[src/rtl/seq_sub80.sv]
// Multi-cycle subtractor: Diff = A - B - Bin, one CHUNK-bit slice per clock,
// LSB slice first, with the inter-slice borrow held as an inverted carry.
module seq_sub80 #(
    parameter int WIDTH = 80,
    parameter int CHUNK = 16
) (
    input  logic             clk,
    input  logic             rst,
    input  logic             start,
    input  logic [WIDTH-1:0] A,
    input  logic [WIDTH-1:0] B,
    input  logic             Bin,
    output logic             busy,
    output logic             done,
    output logic [WIDTH-1:0] Diff,
    output logic             Bout,
    output logic             Ovf
);

    localparam int NCHUNK = WIDTH / CHUNK;
    localparam int IW     = (NCHUNK > 1) ? $clog2(NCHUNK) : 1;

    typedef enum logic {IDLE, RUN} state_t;

    state_t           state, state_nx;
    logic [WIDTH-1:0] a_q, b_q;
    logic             carry;
    logic [IW-1:0]    idx;
    logic [CHUNK-1:0] a_sl, b_sl, s;
    logic             c;
    logic             last;

    // A - B - Bin == A + ~B + ~Bin, so the running carry starts at ~Bin
    always_comb begin
        a_sl   = a_q[idx*CHUNK +: CHUNK];
        b_sl   = b_q[idx*CHUNK +: CHUNK];
        {c, s} = {1'b0, a_sl} + {1'b0, ~b_sl} + {{CHUNK{1'b0}}, carry};
        last   = (idx == IW'(NCHUNK - 1));
    end

    always_ff @(posedge clk) begin
        if (rst) state <= IDLE;
        else     state <= state_nx;
    end

    always_comb begin
        state_nx = state;
        case (state)
            IDLE:    if (start) state_nx = RUN;
            RUN:     if (last)  state_nx = IDLE;
            default: state_nx = IDLE;
        endcase
    end

    assign busy = (state == RUN);

    always_ff @(posedge clk) begin
        if (rst) begin
            a_q   <= '0;
            b_q   <= '0;
            carry <= 1'b0;
            idx   <= '0;
            done  <= 1'b0;
            Diff  <= '0;
            Bout  <= 1'b0;
            Ovf   <= 1'b0;
        end else begin
            done <= 1'b0;
            case (state)
                IDLE: begin
                    if (start) begin
                        a_q   <= A;
                        b_q   <= B;
                        carry <= ~Bin;
                        idx   <= '0;
                    end
                end
                RUN: begin
                    Diff[idx*CHUNK +: CHUNK] <= s;
                    carry <= c;
                    idx   <= idx + 1'b1;
                    if (last) begin
                        Bout <= ~c;
                        // s[CHUNK-1] is the final sign bit of the difference
                        Ovf  <= (a_q[WIDTH-1] != b_q[WIDTH-1]) && (s[CHUNK-1] != a_q[WIDTH-1]);
                        done <= 1'b1;
                    end
                end
                default: ;
            endcase
        end
    end

endmodule
[config.mk]
export PLATFORM = sky130hd
export DESIGN_NAME = seq_sub80
export DESIGN_NICKNAME = d
export VERILOG_FILES = /design/src/rtl/seq_sub80.sv
export SDC_FILE = /design/constraint.sdc
export NUM_CORES = 1
export LEC_CHECK = 0
export BUFFER_PORTS_ARGS = -buffer_cell sky130_fd_sc_hd__buf_2
export CAP_MARGIN = 20
export CORE_ASPECT_RATIO = 2
export CORE_MARGIN = 3
export CORE_UTILIZATION = 30
export DETAILED_ROUTE_END_ITERATION = 6
export HOLD_SLACK_MARGIN = 0.15
export SYNTH_ARGS = -nofsm -noshare
export SYNTH_HDL_FRONTEND = slang
export SYNTH_SLANG_ARGS = --single-unit
[constraint.sdc]
create_clock -name clk -period 8.1 [get_ports clk]
set_input_delay 1.62 -clock clk [delete_from_list [all_inputs] [get_ports clk]]
set_output_delay 1.62 -clock clk [all_outputs]
set_load 0.1 [all_outputs]
# Word level (Yosys, flattened, before mapping)
# Index checks and enable logic that the tools add are counted.
[word_totals]
elab_cells = 38
regBits = 248
[op_classes]
reduce_logical = 4
mux = 9
n_shift = 4
n_bitwise = 4
add_sub_neg = 4
eq_ne = 4
[ops]
columns = ["operator", "n"]
rows = [
  ["$shiftx A80 B8 Y16", 2],
  ["$bwmux W80", 1],
  ["$shift A16 B34 Y80 const A", 1],
  ["$shiftx A16 B34 Y80", 1],
  ["$neg A7 Y34", 1],
  ["$add A16 B16 Y17", 1],
  ["$add A17 B1 Y17", 1],
  ["$not A16 Y16", 1],
  ["$pmux W3 S2", 1],
  ["$mux W1", 4],
  ["$pmux W1 S2", 2],
  ["$reduce_and A2 Y1", 2],
  ["$add A3 B1 Y3 const B", 1],
  ["$eq A3 B3 Y1 const B", 1],
  ["$mux W3", 1],
  ["$not A1 Y1", 3],
  ["$ne A1 B1 Y1", 2],
  ["$ne A2 B2 Y1 const B", 1],
  ["$reduce_or A2 Y1", 1],
  ["$logic_and A1 B1 Y1", 1],
]

# Longest topological paths before layout
# Gate-level depths: netlist (run 1).
[depth]
depth_word = 6
ltp_mapped = 14

# Worst setup path before layout (run 1)
# Ideal clock, no wire load.
[synth_path]
path_kind = "register to register"
startpoint = "register idx[0]"
endpoint = "register carry"
stages_incl_launch_ff = 14
setup_time_ns = 0.101
setup_slack_ns = 4.409
t_arrival_ns = 3.590
path_buffers = 2
path_cell_list = "dfxtp_1 -> buf_2 -> buf_2 -> mux4_2 -> a22o_1 -> fa_1 -> fa_1 -> nor2b_1 -> o21ai_1 -> a21boi_2 -> o31ai_2 -> a21oi_1 -> nor3_1 -> o41ai_1"
[synth_between]
elab_chain_len = 5
elab_cells_between_ends = 6
[synth_rtl]
columns = ["item", "line_no", "source"]
rows = [
  ["start: declaration", "28", "logic [IW-1:0] idx;"],
  ["start signal: assignment", "81", "idx <= idx + 1'b1;"],
  ["$shiftx A80 B8 Y16", "36", "b_sl = b_q[idx*CHUNK +: CHUNK];"],
  ["$not A16 Y16", "37", "{c, s} = {1'b0, a_sl} + {1'b0, ~b_sl} + {{CHUNK{1'b0}}, carry};"],
  ["$add A16 B16 Y17 (*)", "37", ""],
  ["$add A17 B1 Y17 (*)", "37", ""],
  ["$pmux W1 S2 (*)", "69", "case (state)"],
  ["end signal: assignment", "74", "carry <= ~Bin;"],
  ["end: declaration", "27", "logic carry;"],
]
# Every way passes the cells marked *; elsewhere a longest branch is shown, timed or not.
# A chain may end at the register's enable or synchronous reset.

# Final worst setup path (run 1)
[layout_path]
startpoint = "register idx[2]"
endpoint = "register Ovf"
[layout_between]
elab_chain_len = 6
elab_cells_between_ends = 9
[layout_rtl]
columns = ["item", "line_no", "source"]
rows = [
  ["$shiftx A80 B8 Y16", "36", ""],
  ["$not A16 Y16", "37", ""],
  ["$add A16 B16 Y17", "37", ""],
  ["$add A17 B1 Y17", "37", ""],
  ["$ne A1 B1 Y1", "85", "Ovf <= (a_q[WIDTH-1] != b_q[WIDTH-1]) && (s[CHUNK-1] != a_q[WIDTH-1]);"],
  ["$logic_and A1 B1 Y1", "85", ""],
  ["end signal: assignment", "85", ""],
  ["end: declaration", "17", "output logic Ovf"],
]
# Several ways; a longest one is shown, not always the timed one.

==> impl_metrics.tcl, run 1 <==
set metrics [dict create \
    critPathSlowestCell "ha_1" \
    wl_met3_um 1600 \
    cts-root-to-sink-buffers 3 \
    yosys_warnings 0 \
    wl_um 37100 \
    rows 97 \
    number_of_global_route_vias_before_repair 9639 \
    globalRoute.totalOverflow 0 \
    clock-sinks 248 \
    worst_slew_margin_rel_pct 30.1 \
    cp.arrival_ns 4.76 \
    synthCells 1302 \
    critical_path.cell_chain "inv_1 -> nor3_2 -> buf_4 -> a22oi_1 -> ha_1 -> nand2_1 -> nor4_2 -> a211oi_1 -> a211oi_2 -> nor3b_1 -> o311a_1" \
    fin_skew_ns 0.00950 \
    regToRegEndpoint "Ovf" \
    power_density_nw_per_um2 235 \
    synth_nets 1487 \
    dieHeight_um 274 \
    clock_insertion_delay_worst_skew_ns 0.53 \
    postCtsResizedCells 0 \
    clock_tree_from_tritoncts "built" \
    footprint_of_the_multi_input_gates_um2 5350 \
    req_time_crit_path_ns 8.52 \
    yosysSeqAreaShare_pct 46.2 \
    drtAntennaViolNets 0 \
    via_count 9827 \
    critical-path-top-delay-family "simple AND/OR/NAND/NOR gates" \
    first_pass_iters 5 \
    layout_worst_path_cycle_share_pct 53.6 \
    cts_hold_buffers 0 \
    critPathMaxStageDelay_ns 0.63 \
    drtIter0Drc 693 \
    fin_setup_tns_ns 0 \
    yosys_register_bits 248 \
    ioPinCount 248 \
    cts_h_tree_depth 1 \
    holdCritPathClass "reg -> reg" \
    path_max_fanout 33 \
    fp.dieW_um 140 \
    placed_cell_area_um2 12200 \
    grt_start_max_net_pins 111 \
    final-seq-area_um2 4970 \
    synth.distinct_cells 64 \
    layout.filler_cells 3646 \
    slew_violations 0 \
    worst_r2r_startpoint "idx[2]" \
    max_freq_mhz 230 \
    synth-main-ff-cell "dfxtp_1" \
    drt-met1-wl_um 13200 \
    met2_wire_len_um 19900 \
    worst_setup_path_start_kind "flop" \
    topRoutingLayerUsed "met4" \
    min_delay_worst_endpoint "a_q[5]" \
    timing.final.hold_violations 0 \
    grt_antenna_before_repair 0 \
    grt_usage_pct 18.6 \
    synth_edf_count 0 \
    fraction_of_final_layout_cells_sized_beyond_drive_strength_1_pct 23.5 \
    synthToLayoutAreaGrowth_pct 22.0 \
    cts_setup_buffers 0 \
    end_kind "flop" \
    cts.clk_slew.worst_paths_ns 0.07 \
    max_cap_violations 0 \
    drc_errors_left 0 \
    timing.hold.ws_ns 0.452 \
    tightestPinTransition_ns 1.05 \
    avgViaCountPerCell 5.04 \
    timing.setup.critical_path_class "reg -> reg" \
    detailed_place_hpwl_um 27800 \
    post_synth_instance_area_um2 10700 \
    min_period_ns 4.34 \
    portBuffers 247 \
    report.final.setup_viol 0 \
    async_flop_share_pct 0 \
    worstHoldPathCells 2 \
    rsz_0062_raised_after_global_routing "false" \
    syn_area_per_cell_um2 8.25 \
    cts_made_buffers 24 \
    fin_total_pwr_uw 3070 \
    start_util_pct 30.5 \
    globalplace.congestion 0.874 \
    leakage_uw 0.00524 \
    cts_root_buffer "clkbuf_16" \
    worst_ir_drop_vdd_mv 0.169 \
    n_diodes 0 \
    setup_slack_of_the_worst_register_to_register_path_ns 3.76 \
    run_status "finished, final reports clean" \
    drt-wirelength-per-cell_um 19.0 \
    total_die_area_um2 38200 \
    final_net_count 1671 \
    reg2reg_depth 11 \
    worst_hold_startpoint "a_q[5]" \
    worst-path-buf-inv 2 \
    floorplan.core_area_um2 35200 \
    global_route_wire_length_before_repair_um 55600 \
    final_area_um2 13100 \
]
## metal layers
| metal | up-vias | track usage, % |
|---|---|---|
| met4 | 0 | 10.8 |
| met3 | 78 | 1.80 |
| met2 | 303 | 35.0 |
| li1 | 4846 | - |
| met5 | - | 0 |
| met1 | 4600 | 19.9 |
## tightest hold or removal path: cells and delay by family, from the launching register on
kind / cells / cell delay (ns)
flops: 1 / 0.31
simple gates: 1 / 0.05
compound gates: 1 / 0.05
## cell families (layout without fill, tap and decap cells)
kind of cell | after synthesis | after routing | synth area share, %
XOR/XNOR | 7 | 7 | 0.571
adder cells (fa/ha/maj) | 21 | 21 | 2.59
flip-flops | 248 | 248 | 46.2
AND/OR/NAND/NOR | 551 | 551 | 21.5
multiplexers | 35 | 35 | 6.78
buffers and inverters | 113 | 315 | 4.17
AO/OA/AOI/OAI | 327 | 327 | 18.1
## area by class of cell
cell class | instances | area share (%)
multi-input combinational | 941 | 40.8
clock buffer | 32 | 5.05
clock inverter | 12 | 1.30
inverter | 13 | 0.372
timing repair buffer | 258 | 10.3
tap | 445 | 4.25
sequential | 248 | 37.9
## worst max-delay path by stage
stage	from	end	slack [ns]	depth (start not counted)
6_report	idx[2]	Ovf	3.76	11
5_1_grt	idx[2]	Ovf	3.44	11
4_1_cts	idx[2]	Ovf	3.82	11
3_5_place_dp	idx[2]	Ovf	3.84	11
3_3_place_gp	idx[0]	Ovf	3.88	10
2_1_floorplan	idx[0]	carry	4.41	13
## power by group
part	leakage, uW	switching [uW]	internal [uW]
clock	0.000397	502	681
sequential	0.00203	32.5	1280
combinational	0.00281	402	181
## registers in the layout, summed over array words and instances, names as in the netlist
register / cells
Diff: 80
a_q: 80
b_q: 80
idx: 3
Bout: 1
Ovf: 1
busy: 1
carry: 1
done: 1
## per-stage QoR
step	util (%)	cells	setup slack [ns]
2_1_floorplan	-	1302	4.41
3_3_place_gp	34.7	1903	3.88
3_5_place_dp	34.8	1904	3.84
4_1_cts	37.1	1948	3.82
5_1_grt	37.2	1949	3.44
6_report	37.2	1949	3.76
## cell usage after synthesis (all sizes together) (3+ instances only)
library cell	count	share of area (%)
a21oi	226	11
buf	20	0.92
xnor2	6	0.49
a21o	4	0.28
and3	6	0.35
nand3	38	1.8
mux4	30	6.3
o2111ai	3	0.30
clkbuf	80	2.8
nand2b	5	0.29
o311ai	7	0.57
a22oi	15	1.0
o21a	5	0.35
nor2b	10	0.65
o21ai	20	0.97
ha	19	2.2
o41ai	3	0.31
nor2	33	1.2
nor3b	4	0.28
a22o	15	1.2
inv	13	0.45
nand3b	9	0.63
a211oi	8	0.61
o31ai	8	0.65
nor3	25	1.2
dfxtp	248	46
nand2	410	14
mux2i	3	0.28
## placed cells by master (no fill, tap or decap), types with 7 or more instances in the layout
master and instances:
nand2_1 409, dfxtp_1 246, buf_2 246, a21oi_1 224, nand3_1 37, nor2_1 33
mux4_2 30, clkbuf_16 25, nor3_1 24, ha_1 19, a22oi_1 15, a22o_1 15
inv_1 13, o21ai_0 10, o21ai_1 9, nand3b_1 9, buf_4 9, nor2b_1 8
a211oi_1 7
(Power assumes the default switching activity.)
==> run 2, diff against run 1 <==
Clock period 8.1 ns to 3.6 ns, I/O delays scaled along.
==> run 2 against run 1 <==
Global-route usage barely moved. Maximum frequency rose by 27%. Combinational power rose by 140%. Design area rose by 1.3%. Clock skew rose by 0.0060 ns. Die area did not move. Clock power rose by 110%. Critical path type unchanged. Critical endpoint is now Diff[10]. Highest routed layer unchanged.
==> impl_metrics.tcl, run 2 (synthesis gave the netlist of run 1 again) <==
set metrics [dict create \
    layout_worst_path_cycle_share_pct 95.1 \
    drtIter0Drc 675 \
    fin_total_pwr_uw 6810 \
    min_period_ns 3.42 \
    worst-path-buf-inv 0 \
    cts_h_tree_depth 1 \
    timing.setup.critical_path_class "reg -> reg" \
    max_freq_mhz 292 \
    grt_usage_pct 18.6 \
    worst_hold_startpoint "A[79]" \
    setup_slack_of_the_worst_register_to_register_path_ns 0.18 \
    avgViaCountPerCell 5.04 \
    cts-root-to-sink-buffers 3 \
    cts_hold_buffers 0 \
    worst-path-stages 11 \
    critPathMaxStageDelay_ns 0.52 \
    run_status "finished, final reports clean" \
    slew_violations 0 \
    cp.arrival_ns 3.87 \
    clock-sinks 248 \
    reg.largest.list "Diff (80), a_q (80), b_q (80)" \
    power_density_nw_per_um2 513 \
    reg2reg_depth 11 \
    via_count 9944 \
    total_die_area_um2 38200 \
    floorplan.core_area_um2 35200 \
    first_pass_iters 5 \
    worst_ir_drop_vdd_mv 0.313 \
    timing.hold.ws_ns 0.425 \
    drc_errors_left 0 \
    layout.core_utilization_pct 37.7 \
    fp.dieW_um 140 \
    report.final.setup_viol 0 \
    globalRoute.totalOverflow 0 \
    fin_setup_tns_ns 0 \
    drt-wirelength-per-cell_um 18.8 \
    timing.final.hold_violations 0 \
    grt_antenna_before_repair 3 \
    end_kind "flop" \
    worst_setup_path_start_kind "flop" \
    fraction_of_final_layout_cells_sized_beyond_drive_strength_1_pct 25.0 \
    holdCritPathClass "in -> reg" \
    min_delay_worst_endpoint "a_q[79]" \
    start_util_pct 30.5 \
    clock_tree_from_tritoncts "built" \
    globalplace.congestion 0.853 \
    rows 97 \
    cts.clk_slew.worst_paths_ns 0.07 \
    mostFrequentLayoutCells "nand2_1 (409), dfxtp_1 (246), buf_2 (246), a21oi_1 (222), nand3_1 (37)" \
    detailed_place_hpwl_um 28200 \
    clock_insertion_delay_worst_skew_ns 0.53 \
    leakage_uw 0.00535 \
    number_of_global_route_vias_before_repair 9817 \
    drtAntennaViolNets 0 \
    final_net_count 1696 \
    wl_um 37200 \
    worst_slew_margin_rel_pct 39.3 \
    portBuffers 247 \
    dieHeight_um 274 \
    grt_start_max_net_pins 161 \
    worst_r2r_startpoint "idx[0]" \
    global_route_wire_length_before_repair_um 56100 \
    critical-path-top-delay-family "compound AO/OA/AOI/OAI gates" \
    max_cap_violations 0 \
    tightestPinTransition_ns 0.910 \
    layout.cells.most_common "nand2_1" \
    fin_skew_ns 0.0155 \
    ioPinCount 248 \
    rsz_0062_raised_after_global_routing "true" \
    critPathSlowestCell "mux4_2" \
    req_time_crit_path_ns 4.04 \
    cts_made_buffers 24 \
    cts_root_buffer "clkbuf_16" \
    worstHoldPathCells 3 \
    path_max_fanout 10 \
    critical_path.cell_chain "mux4_2 -> a22o_1 -> fa_1 -> fa_1 -> nor2b_1 -> o21ai_1 -> a21boi_2 -> o31ai_2 -> a21oi_2 -> nor3_1 -> nor3_1" \
    synthToLayoutAreaGrowth_pct 23.6 \
    regToRegEndpoint "Diff[10]" \
]
-- run 2: timing repair --
item,4_1_cts,5_1_grt
setup endpoints to repair,0,20
buffers inserted,0,0
resized for setup,0,7
hold endpoints to repair,0,0
-- run 2: stage by stage --
step	cells	setup slack (ns)	area (um^2)
floorplan	1302	0.00544	10700
global placement	1930	0.149	12500
detailed placement	1930	0.0912	12500
CTS	1971	0.0615	13200
global route	1974	-0.0186	13300
finish	1974	0.178	13300
-- run 2: final cells by class --
type / instances / area, um^2
Clock buffer: 33 / 696
Antenna cell: 3 / 7.51
Tap cell: 445 / 557
Sequential cell: 248 / 4970
Timing Repair Buffer: 283 / 1560
Fill cell: 3669 / 21900
Clock inverter: 8 / 50.0
Multi-Input combinational cell: 941 / 5380
Inverter: 13 / 48.8
-- run 2: per-layer routing --
metal	up-vias	routed length (um)	track usage (%)
met5	-	0	0
met4	0	2370	11.5
met3	86	1570	1.75
met2	294	19800	34.5
met1	4675	13500	20.1
li1	4889	-	-
-- run 2: how the worst max path moves through the flow --
stage / startpoint / to
global placement: idx[1] / Diff[62]
finish: idx[0] / Diff[10]
global route: idx[0] / Diff[10]
detailed placement: idx[1] / Diff[14]
CTS: idx[1] / Diff[14]
floorplan: idx[0] / carry
-- run 2: power breakdown --
part / internal (uW) / total [uW] / leakage (uW) / switching, uW
logic: 482 / 1410 / 0.00295 / 930
clock network: 1350 / 2450 / 0.000370 / 1100
registers: 2870 / 2950 / 0.00203 / 79.1
-- run 2: tightest hold or removal path, delay by kind of cell --
kind	cells	cell delay [ns]
AO/OA/AOI/OAI	1	0.05
buffers and inverters	1	0.09
AND/OR/NAND/NOR	1	0.04
